[config.mk]
export PLATFORM = sky130hd
export DESIGN_NAME = alarm_time_setter
export DESIGN_NICKNAME = d
export VERILOG_FILES = /design/src/rtl/alarm_time_setter.sv
export SDC_FILE = /design/constraint.sdc
export NUM_CORES = 1
export LEC_CHECK = 0
export BUFFER_PORTS_ARGS = -buffer_cell sky130_fd_sc_hd__clkbuf_2
export CORE_MARGIN = 1.5
export CORE_UTILIZATION = 31
export CTS_BUF_LIST = sky130_fd_sc_hd__clkbuf_4 sky130_fd_sc_hd__clkbuf_8
export CTS_CLUSTER_SIZE = 20
export DETAILED_ROUTE_END_ITERATION = 8
export GPL_TIMING_DRIVEN = 0
export HOLD_SLACK_MARGIN = 0.08
export PLACE_DENSITY = 0.43
export REMOVE_ABC_BUFFERS = 1
export SLEW_MARGIN = 40
export SYNTH_ARGS = -nofsm -noshare
export SYNTH_HDL_FRONTEND = slang
export SYNTH_SLANG_ARGS = --single-unit
[constraint.sdc]
create_clock -name clk -period 2.9 [get_ports clk]
set_input_delay 0.145 -clock clk [delete_from_list [all_inputs] [get_ports clk]]
set_output_delay 0.145 -clock clk [all_outputs]
set_load 0.02 [all_outputs]
[src/rtl/alarm_time_setter.sv]
// alarm_time_setter: BCD alarm-time editor with 24-hour limits, commit strobe and armed flag.
// A field blink phase is produced while editing, and an idle timeout abandons the edit.
module alarm_time_setter #(
    parameter int BLINK_DIV = 500,
    parameter int TIMEOUT   = 10000
) (
    input  logic       clk,
    input  logic       resetN,
    input  logic       modeBtn,
    input  logic       incBtn,
    input  logic       decBtn,
    input  logic       setBtn,
    output logic [3:0] alarmHour1,
    output logic [3:0] alarmHour0,
    output logic [3:0] alarmMin1,
    output logic [3:0] alarmMin0,
    output logic       alarmLoad,
    output logic       armed,
    output logic       editing,
    output logic       fieldSel,
    output logic       blink
);
    localparam logic [1:0] S_IDLE   = 2'd0;
    localparam logic [1:0] S_HOUR   = 2'd1;
    localparam logic [1:0] S_MIN    = 2'd2;
    localparam logic [1:0] S_COMMIT = 2'd3;
    localparam int TW = $clog2(TIMEOUT + 1);
    localparam int BW = $clog2(BLINK_DIV + 1);

    logic [1:0]    r_state;
    logic [3:0]    r_wh1, r_wh0, r_wm1, r_wm0;
    logic [3:0]    r_h1, r_h0, r_m1, r_m0;
    logic          r_load, r_armed, r_blink;
    logic [TW-1:0] r_tcnt;
    logic [BW-1:0] r_bcnt;
    logic [7:0]    w_hinc, w_hdec, w_minc, w_mdec;
    logic          w_any, w_adj, w_abort, w_timeout, w_btick;

    always_comb begin
        w_any     = modeBtn | incBtn | decBtn | setBtn;
        w_adj     = incBtn ^ decBtn;
        w_abort   = modeBtn & setBtn;
        w_timeout = r_tcnt == TW'(TIMEOUT - 1);
        w_btick   = r_bcnt == BW'(BLINK_DIV - 1);
        w_hinc = ({r_wh1, r_wh0} == 8'h23) ? 8'h00 :
                 (r_wh0 == 4'd9) ? {r_wh1 + 4'd1, 4'd0} : {r_wh1, r_wh0 + 4'd1};
        w_hdec = ({r_wh1, r_wh0} == 8'h00) ? 8'h23 :
                 (r_wh0 == 4'd0) ? {r_wh1 - 4'd1, 4'd9} : {r_wh1, r_wh0 - 4'd1};
        w_minc = ({r_wm1, r_wm0} == 8'h59) ? 8'h00 :
                 (r_wm0 == 4'd9) ? {r_wm1 + 4'd1, 4'd0} : {r_wm1, r_wm0 + 4'd1};
        w_mdec = ({r_wm1, r_wm0} == 8'h00) ? 8'h59 :
                 (r_wm0 == 4'd0) ? {r_wm1 - 4'd1, 4'd9} : {r_wm1, r_wm0 - 4'd1};
    end

    always_ff @(posedge clk or negedge resetN) begin
        if (!resetN) begin
            r_state <= S_IDLE;
            {r_wh1, r_wh0, r_wm1, r_wm0} <= '0;
            {r_h1, r_h0, r_m1, r_m0}     <= '0;
            r_load  <= 1'b0;
            r_armed <= 1'b0;
            r_blink <= 1'b0;
            r_tcnt  <= '0;
            r_bcnt  <= '0;
        end else begin
            r_load <= 1'b0;
            case (r_state)
                S_IDLE: begin
                    if (modeBtn) begin
                        r_state <= S_HOUR;
                        {r_wh1, r_wh0, r_wm1, r_wm0} <= {r_h1, r_h0, r_m1, r_m0};
                        r_tcnt  <= '0;
                        r_bcnt  <= '0;
                        r_blink <= 1'b1;
                    end
                    if (setBtn)
                        r_armed <= ~r_armed;
                end
                S_HOUR, S_MIN: begin
                    r_tcnt  <= w_any ? '0 : r_tcnt + TW'(1);
                    r_bcnt  <= w_btick ? '0 : r_bcnt + BW'(1);
                    r_blink <= w_btick ? ~r_blink : r_blink;
                    if (w_abort) begin
                        r_state <= S_IDLE;
                        r_blink <= 1'b0;
                    end else if (setBtn) begin
                        r_state <= S_COMMIT;
                        r_blink <= 1'b0;
                    end else if (modeBtn) begin
                        r_state <= (r_state == S_HOUR) ? S_MIN : S_HOUR;
                        r_bcnt  <= '0;
                        r_blink <= 1'b1;
                    end else if (w_adj) begin
                        if (r_state == S_HOUR)
                            {r_wh1, r_wh0} <= incBtn ? w_hinc : w_hdec;
                        else
                            {r_wm1, r_wm0} <= incBtn ? w_minc : w_mdec;
                        r_bcnt  <= '0;
                        r_blink <= 1'b1;
                    end else if (w_timeout) begin
                        r_state <= S_IDLE;
                        r_blink <= 1'b0;
                    end
                end
                default: begin
                    {r_h1, r_h0, r_m1, r_m0} <= {r_wh1, r_wh0, r_wm1, r_wm0};
                    r_load  <= 1'b1;
                    r_armed <= 1'b1;
                    r_state <= S_IDLE;
                end
            endcase
        end
    end

    assign alarmHour1 = r_h1;
    assign alarmHour0 = r_h0;
    assign alarmMin1  = r_m1;
    assign alarmMin0  = r_m0;
    assign alarmLoad  = r_load;
    assign armed      = r_armed;
    assign editing    = (r_state == S_HOUR) || (r_state == S_MIN);
    assign fieldSel   = r_state == S_MIN;
    assign blink      = r_blink;
endmodule

### Word level (Yosys, flattened, before mapping)

Cells that the tools add are included.

* bits in registers: 60
* word-level logic and storage cells: 139
* input bits: 6
* output and inout port bits: 21

* multiplexer cells: 67
* equality and inequality tests: 23
* reduce and logical (&&, ||, !) cells: 17
* bitwise logic cells: 8
* add/subtract/negate cells: 10

Operators by type and width (count)
* $mux W4: 24
* $mux W8: 10
* $mux W9: 6
* $pmux W4 S2: 4
* $mux W14: 2
* $pmux W14 S2: 1
* $pmux W9 S2: 1
* $reduce_and A9 Y1: 2
* $add A4 B1 Y4 const B: 4
* $logic_not A8 Y1: 2
* $ne A2 B2 Y1 const B: 8
* $ne A4 B4 Y1 const B: 4
* $sub A4 B1 Y4 const B: 4
* $add A14 B1 Y14 const B: 1
* $eq A14 B14 Y1 const B: 1
* $mux W2: 7
* $reduce_and A7 Y1: 2
* $ne A5 B5 Y1 const B: 2
* $add A9 B1 Y9 const B: 1
* $eq A9 B9 Y1 const B: 1
* $mux W1: 9
* $eq A4 B4 Y1 const B: 2
* $eq A8 B6 Y1 const B: 1
* $eq A8 B7 Y1 const B: 1
* 17 further kinds: 25

### Logic depth before layout (Yosys ltp)

Gate-level depths: netlist of run 1.

* word-level depth: 10
* depth in mapped cells: 9
* gate-level depth less buffers: 7

### Least setup slack after synthesis of run 1

OpenSTA, ideal clock, no wires.

* path type: register to register
* from: register r_state[0]
* to: register r_tcnt[12]
* slack: 0.721 ns
* arrival time: 2.103 ns
* library setup time: 0.076 ns
* stages on the path, launching flop included: 10
* path buffers: 2
* period minus slack after synthesis: 2.179 ns
* required time: 2.824 ns
* cell sequence: dfrtp_1 > inv_1 > ha_1 > or3b_4 > or3_1 > buf_6 > buf_8 > a31oi_1 > o21ai_1 > o21ai_1

* cells in the longest elaborated chain, start to end: 4
* elaborated cells between the ends (all ways): 8
* those cells by class: eq/ne (3); mux (1); reduce/logical (4)

RTL lines
* from (decl): line 30 `logic [1:0] r_state;`
* from (signal assigned): line 90 `r_state <= (r_state == S_HOUR) ? S_MIN : S_HOUR;`
* $eq A2 B2 Y1 or $eq A2 B1 Y1 (tied branches): line 67 `case (r_state)`
* $reduce_or A2 Y1: line 67
* $reduce_bool A2 Y1 (no line)
* $reduce_and A2 Y1 (no line)
* to (signal assigned): line 80 `r_tcnt <= w_any ? '0 : r_tcnt + TW'(1);`
* to (decl): line 34 `logic [TW-1:0] r_tcnt;`

Parallel ways exist; a longest one is shown, timed or not.
A chain may end at the register's enable or synchronous reset.

### Final worst setup path of run 1

Same ends and word-level chain as after synthesis.

==> results of run 1 <==
critical path, stage by stage, from the launching register on:
cell	delay [ps]
dfrtp_1	410
inv_1	110
ha_4	530
or3b_4	450
or3_1	570
nor2_4	290
nand4_1	120
o21ai_1	130
worst paths after layout:
check / start / to / depth (start not counted)
max: r_state[0] / r_tcnt[12] / 7
min: setBtn / armed / 4
max reg2reg: r_state[0] / r_tcnt[12] / 7
min reg2reg: r_tcnt[10] / r_tcnt[10] / 1
max in group asynchronous: resetN / r_bcnt[5] / 2
min in group asynchronous: resetN / alarmMin0[1] / 2
final cells by class:
| cell class | instances | area (um2) | area share (%) |
|---|---|---|---|
| sequential | 60 | 1500 | 35.9 |
| tap | 143 | 179 | 4.28 |
| multi-input combinational | 306 | 2050 | 49.1 |
| timing repair buffer | 27 | 149 | 3.56 |
| clock inverter | 5 | 75.1 | 1.80 |
| inverter | 20 | 78.8 | 1.89 |
| clock buffer | 11 | 145 | 3.47 |
synthesized netlist by cell type (all sizes together) (5+ instances only):
| master | n |
|---|---|
| a31oi | 8 |
| dfrtp | 60 |
| xor2 | 8 |
| o21ai | 43 |
| ha | 18 |
| nor2 | 30 |
| mux2 | 16 |
| nand2 | 33 |
| a21oi | 20 |
| nand3 | 18 |
| nand4 | 9 |
| and2 | 5 |
| clkbuf | 12 |
| nand2b | 8 |
| buf | 11 |
| a22o | 5 |
| and3 | 5 |
| nor3 | 12 |
| inv | 20 |
| xnor2 | 8 |
logic make-up (layout without fill, tap and decap cells):
family / after synthesis / count (layout) / synth area share, %
AO/OA/AOI/OAI: 108 / 108 / 18.4
flip-flops: 60 / 60 / 40.3
buffers and inverters: 43 / 63 / 5.23
multiplexers: 17 / 17 / 5.10
AND/OR/NAND/NOR: 147 / 147 / 21.0
adder cells (fa/ha/maj): 18 / 18 / 6.04
XOR/XNOR: 16 / 16 / 3.96
routing by layer:
layer  share of wire [%]  GRT usage (%)  vias up  wire length [um]
li1                    -              -     1504                 -
met1                  50           21.4     1497              4510
met2                  45           23.4       52              4070
met3                 3.2           3.19       11               293
met4                 1.8           6.75        0               167
met5                   0              0        -                 0
what timing repair did:
item	CTS	global route
hold buffers	1	0
gates resized for setup	1	2
endpoints found under the hold margin	60	0
setup endpoints to repair	11	4
sequential cells by signal, summed over array words and instances (netlist names):
signal and count:
alarmHour0 4, r_wm1 4, alarmMin0 4, r_bcnt 9
blink 1, alarmLoad 1, r_state 2, r_wh1 4
r_wm0 4, alarmHour1 4, r_wh0 4, r_tcnt 14
alarmMin1 4, armed 1
per-stage QoR:
step | total power [mW] | cell area [um2] | hold slack, ps
2_1_floorplan | 2.69 | 3610 | -151
3_3_place_gp | 3.27 | 3920 | 485
3_5_place_dp | 3.29 | 3930 | 179
4_1_cts | 4.22 | 4170 | 169
5_1_grt | 4.53 | 4180 | 232
6_report | 4.16 | 4180 | 188
where the power goes:
group / leakage, nW / internal, mW / switching [mW]
Clock: 0.116 / 0.513 / 0.361
Combinational: 0.888 / 0.768 / 1.17
Sequential: 0.796 / 1.06 / 0.286
==> metrics.yaml, run 1 <==
io_buffers: 26
worst-r2r-setup-slack_ps: 200
row_count: 39
cts_sinks: 60
finalWirelength_um: 9040
stdcell_count: 572
synth_async_sr_flop_share_pct: 100
pre_cts_slack_ps: -138
relSlewSlack_pct: 51.2
grt_pass1_wl_um: 15500
ys_seq_area_share_pct: 40.3
layout.nets: 448
ys_ff_latch: 60
dp_hpwl_um: 5830
worstSetupEndpointType: "register"
post-route-drc-count: 0
synthTopCellsByArea: "dfrtp_1 40%, ha_1 6.0%, mux2_2 4.2%"
maxSlewViolCount: 0
fillCellCount: 1184
drt_iter0_markers: 203
cp-start-kind: "register"
crit_path_max_fanout: 32
htree_levels: 3
cts_buffers: 9
setup_violations: 0
grt_pass1_vias: 3030
place_inst: 555
fin_crit_ps: 2700
peakVddDrop_v: 0.000284
synth_edf_count: 0
die_w_um: 113
post_cts_buffers: 0
wire_per_inst_um: 15.8
synth_cell_type_count: 64
max_freq_mhz: 371
synth_top_cell_by_area: "dfrtp_1"
p_leak_nw: 1.80
start_util_pct: 32.2
root_buffer: "clkbuf_8"
cts_tree: "built"
hp-class: "primary input to register"
layout-drive-gt1-share_pct: 16.1
layout_commonest_cell: "dfrtp_1"
outcome: "complete, no violations"
ant_nets: 0
clk_pin_slew_ps: 70
worst_slack_ps: 202
clk_latency_ps: 360
gp_congestion: 0.757
dr.pass1.iters: 5
drv_cap: 0
areaGrowthSynthToFinish_pct: 12.1
antenna_cells: 0
die_h_um: 113
crit_type: "register to register"
yosysTopAreaCellShare_pct: 40.3
synthCells: 409
tightest_slew_ps: 732
cp.arrival_ps: 2980
netlist_area_mm2: 0.00373
grt_usage_pct: 15.5
overflow: 0
fin_setup_tns_ps: 0
clock_path_buffers: 2
core_area_mm2: 0.0116
hold_viol: 0
antenna_found_initial: 0
die_area_mm2: 0.0127
via_per_inst: 5.36
grt_max_degree: 61
syn-mean-instance-area_um2: 9.12
boundaryPins: 27
finish.utilization_pct: 36.2
dr_total_vias: 3064
skew_ps: 9.17
rsz0062_at_grt: "false"
final_cell_mix: "60 x dfrtp_1, 33 x nand2_1, 28 x nor2_1"
yosys_warnings: 0
synth-main-ff-cell: "dfrtp_1"
power_density_mw_per_mm2: 996
worstPathRequired_ps: 3180
min_period_over_period_pct: 93.0
(Power assumes the default switching activity.)
==> run 2, diff against run 1 <==
ABC_AREA = 1   (was unset)
ABC_CLOCK_PERIOD_IN_PS = 2900   (was unset)
PLACE_DENSITY = 0.42   (was 0.43)
==> run 2 against run 1 <==
Combinational power up 12%. Synthesized cell count rose by 33%. Critical path type unchanged. Synthesized area increased by 6.4%. Largest cell class unchanged. Die area is 6.2% higher.
==> metrics.yaml, run 2 <==
outcome: "complete, no violations"
dr.pass1.iters: 4  # -1
synth_async_sr_flop_share_pct: 100  # unchanged
maxSlewViolCount: 0  # unchanged
layout-drive-gt1-share_pct: 13.0  # -3.1 points
crit_path_max_fanout: 21  # -34%
syn-mean-instance-area_um2: 7.30  # -20%
post-route-drc-count: 0  # unchanged
max_freq_mhz: 391  # +5.4%
die_h_um: 116  # +3.1%
post_cts_buffers: 0  # unchanged
ant_nets: 0  # unchanged
layout_commonest_cell: "nand2_1"
row_count: 41  # +5.1%
fin_crit_ps: 2560  # -139 ps
layout.nets: 591  # +32%
synthTopCellsByArea: "dfrtp_1 38%, nand2_1 15%, nand3_1 6.2%"
stdcell_count: 741  # +30%
yosys_warnings: 0  # unchanged
route.met3.wl_um: 273  # -6.8%
wl_met2_um: 4380  # +7.6%
clock_path_buffers: 2  # unchanged
via_per_inst: 4.59  # -14%
finalWirelength_um: 9440  # +4.4%
skew_ps: 6.22  # -2.95 ps
io_buffers: 26  # unchanged
antenna_cells: 0  # unchanged
largest_register_ff_count: 14  # unchanged
synth_edf_count: 0  # unchanged
grt_pass1_wl_um: 16500  # +6.0%
ys_seq_area_share_pct: 37.9  # -2.4 points
netlist_area_mm2: 0.00397  # +6.4%
power_density_mw_per_mm2: 950  # -4.5%
top_layer: "met4"
start_util_pct: 31.6  # -0.68 points
root_buffer: "clkbuf_8"
clk_pin_slew_ps: 60  # about the same
synthTopCellsByCount: "160 x nand2_1, 60 x dfrtp_1, 57 x inv_1"
yosysTopAreaCellShare_pct: 37.9  # -2.4 points
synth-main-ff-cell: "dfrtp_1"
gp_congestion: 0.826  # +9.2%
core_area_mm2: 0.0126  # +8.7%
tightest_slew_ps: 738  # +6.04 ps
rsz0062_at_grt: "false"
htree_levels: 3  # unchanged
wire_per_inst_um: 12.7  # -19%
finish.utilization_pct: 34.9  # -1.3 points
cp.arrival_ps: 2790  # -190 ps
place_inst: 727  # +31%
grt_pass1_vias: 3318  # +9.5%
die_w_um: 116  # +3.1%
grt_usage_pct: 15.8  # +0.31 points
areaGrowthSynthToFinish_pct: 10.5
dr_total_vias: 3399  # +11%
synth_most_common_cell: "nand2_1"
cts_sinks: 60  # unchanged
setup_violations: 0  # unchanged
relSlewSlack_pct: 50.7  # -0.46 points
overflow: 0  # unchanged
worstSetupEndpointType: "register"
ys_ff_latch: 60  # unchanged
dp_hpwl_um: 6720  # +15%
synth_cell_type_count: 37  # -42%
worstPathRequired_ps: 3130  # -50 ps
synthCells: 543  # +33%
peakVddDrop_v: 0.000343  # +21%
wl_met1_um: 4720  # +4.7%
final_cell_mix: "160 x nand2_1, 60 x dfrtp_1, 57 x inv_1"
crit_type: "register to register"
cts_tree: "built"
synth_top_cell_by_area: "dfrtp_1"
cts_buffers: 9  # unchanged
hp-class: "primary input to register"
antenna_found_initial: 0  # unchanged
die_area_mm2: 0.0135  # +6.2%
largestRegisters: "r_tcnt (14), r_bcnt (9)"
cts_resized: 0  # -1
cp-start-kind: "register"
min_period_over_period_pct: 88.2  # -4.8 points
clk_latency_ps: 340  # -20 ps
drt_iter0_markers: 189  # -6.9%
grt_max_degree: 61  # unchanged
regMostFlops: "r_tcnt"
p_leak_nw: 2.17  # +21%
hold_viol: 0  # unchanged
fin_setup_tns_ps: 0  # unchanged
boundaryPins: 27  # unchanged
fillCellCount: 1374  # +16%
drv_cap: 0  # unchanged
-- run 2: where the power goes --
| part | internal (mW) | switching [mW] | total, mW |
|---|---|---|---|
| registers | 1.07 | 0.267 | 1.34 |
| logic | 0.686 | 1.49 | 2.17 |
| clock network | 0.335 | 0.320 | 0.655 |
| total | 2.09 | 2.07 | 4.16 |
-- run 2: routing by layer --
layer  track usage, %  vias up
li1                 -     1774
met1             21.4     1578
met2             24.9       41
met3             2.96        6
met4             6.18        0
met5                0        -
-- run 2: worst max-delay path: stages, from the launching register on --
cell     delay, ps
dfrtp_1        400
inv_1           80
ha_1           760
inv_4          300
nand2_1        200
nand3_2        100
nor2_4         100
nand2_4        100
nor2_4         210
inv_2           70
nand2_1         60
nand2_1         50
-- run 2: layout make-up --
cell class | instances | area (um2) | area share [%]
multi-input combinational | 401 | 2100 | 47.9
sequential | 60 | 1500 | 34.3
inverter | 68 | 265 | 6.05
tap | 172 | 215 | 4.91
clock buffer | 13 | 154 | 3.51
timing repair buffer | 27 | 149 | 3.40
-- run 2: timing repair --
action | in CTS | in global routing
endpoints found under the setup margin | 0 | 0
hold buffers | 1 | 0
hold endpoints to repair | 60 | 0
-- run 2: path summary, 6_finish.rpt --
| check | start | to | slack [ps] | cells past startpoint |
|---|---|---|---|---|
| max | r_state[1] | r_wh1[2] | 340 | 11 |
| min | setBtn | armed | 130 | 3 |
| max reg2reg | r_state[1] | r_wh1[2] | 340 | 11 |
| min reg2reg | alarmHour1[0] | alarmHour1[0] | 510 | 2 |
| max in group asynchronous | resetN | r_tcnt[12] | 2190 | 2 |
| min in group asynchronous | resetN | r_tcnt[8] | 350 | 2 |
-- run 2: cell families after synthesis --
logic type / count (synthesis) / synth area share, %
AOI/OAI and AO/OA: 63 / 8.61
xor gates and xnor gates: 15 / 3.31
adders and majority gates: 18 / 5.68
buffers and inverters: 82 / 9.27
DFF: 60 / 37.9
and+or+nand+nor: 305 / 35.3
-- run 2: metrics by stage --
step                worst slack (ps)  hold slack, ps  power (mW)  instance area [um2]
finish                           341             131        4.16                 4380
global route                    27.1             139        4.62                 4380
CTS                              285             101        4.24                 4380
detailed placement               303             177        3.55                 4220
global placement                 277             481        3.54                 4210
floorplan                        800            -151        2.92                 3860
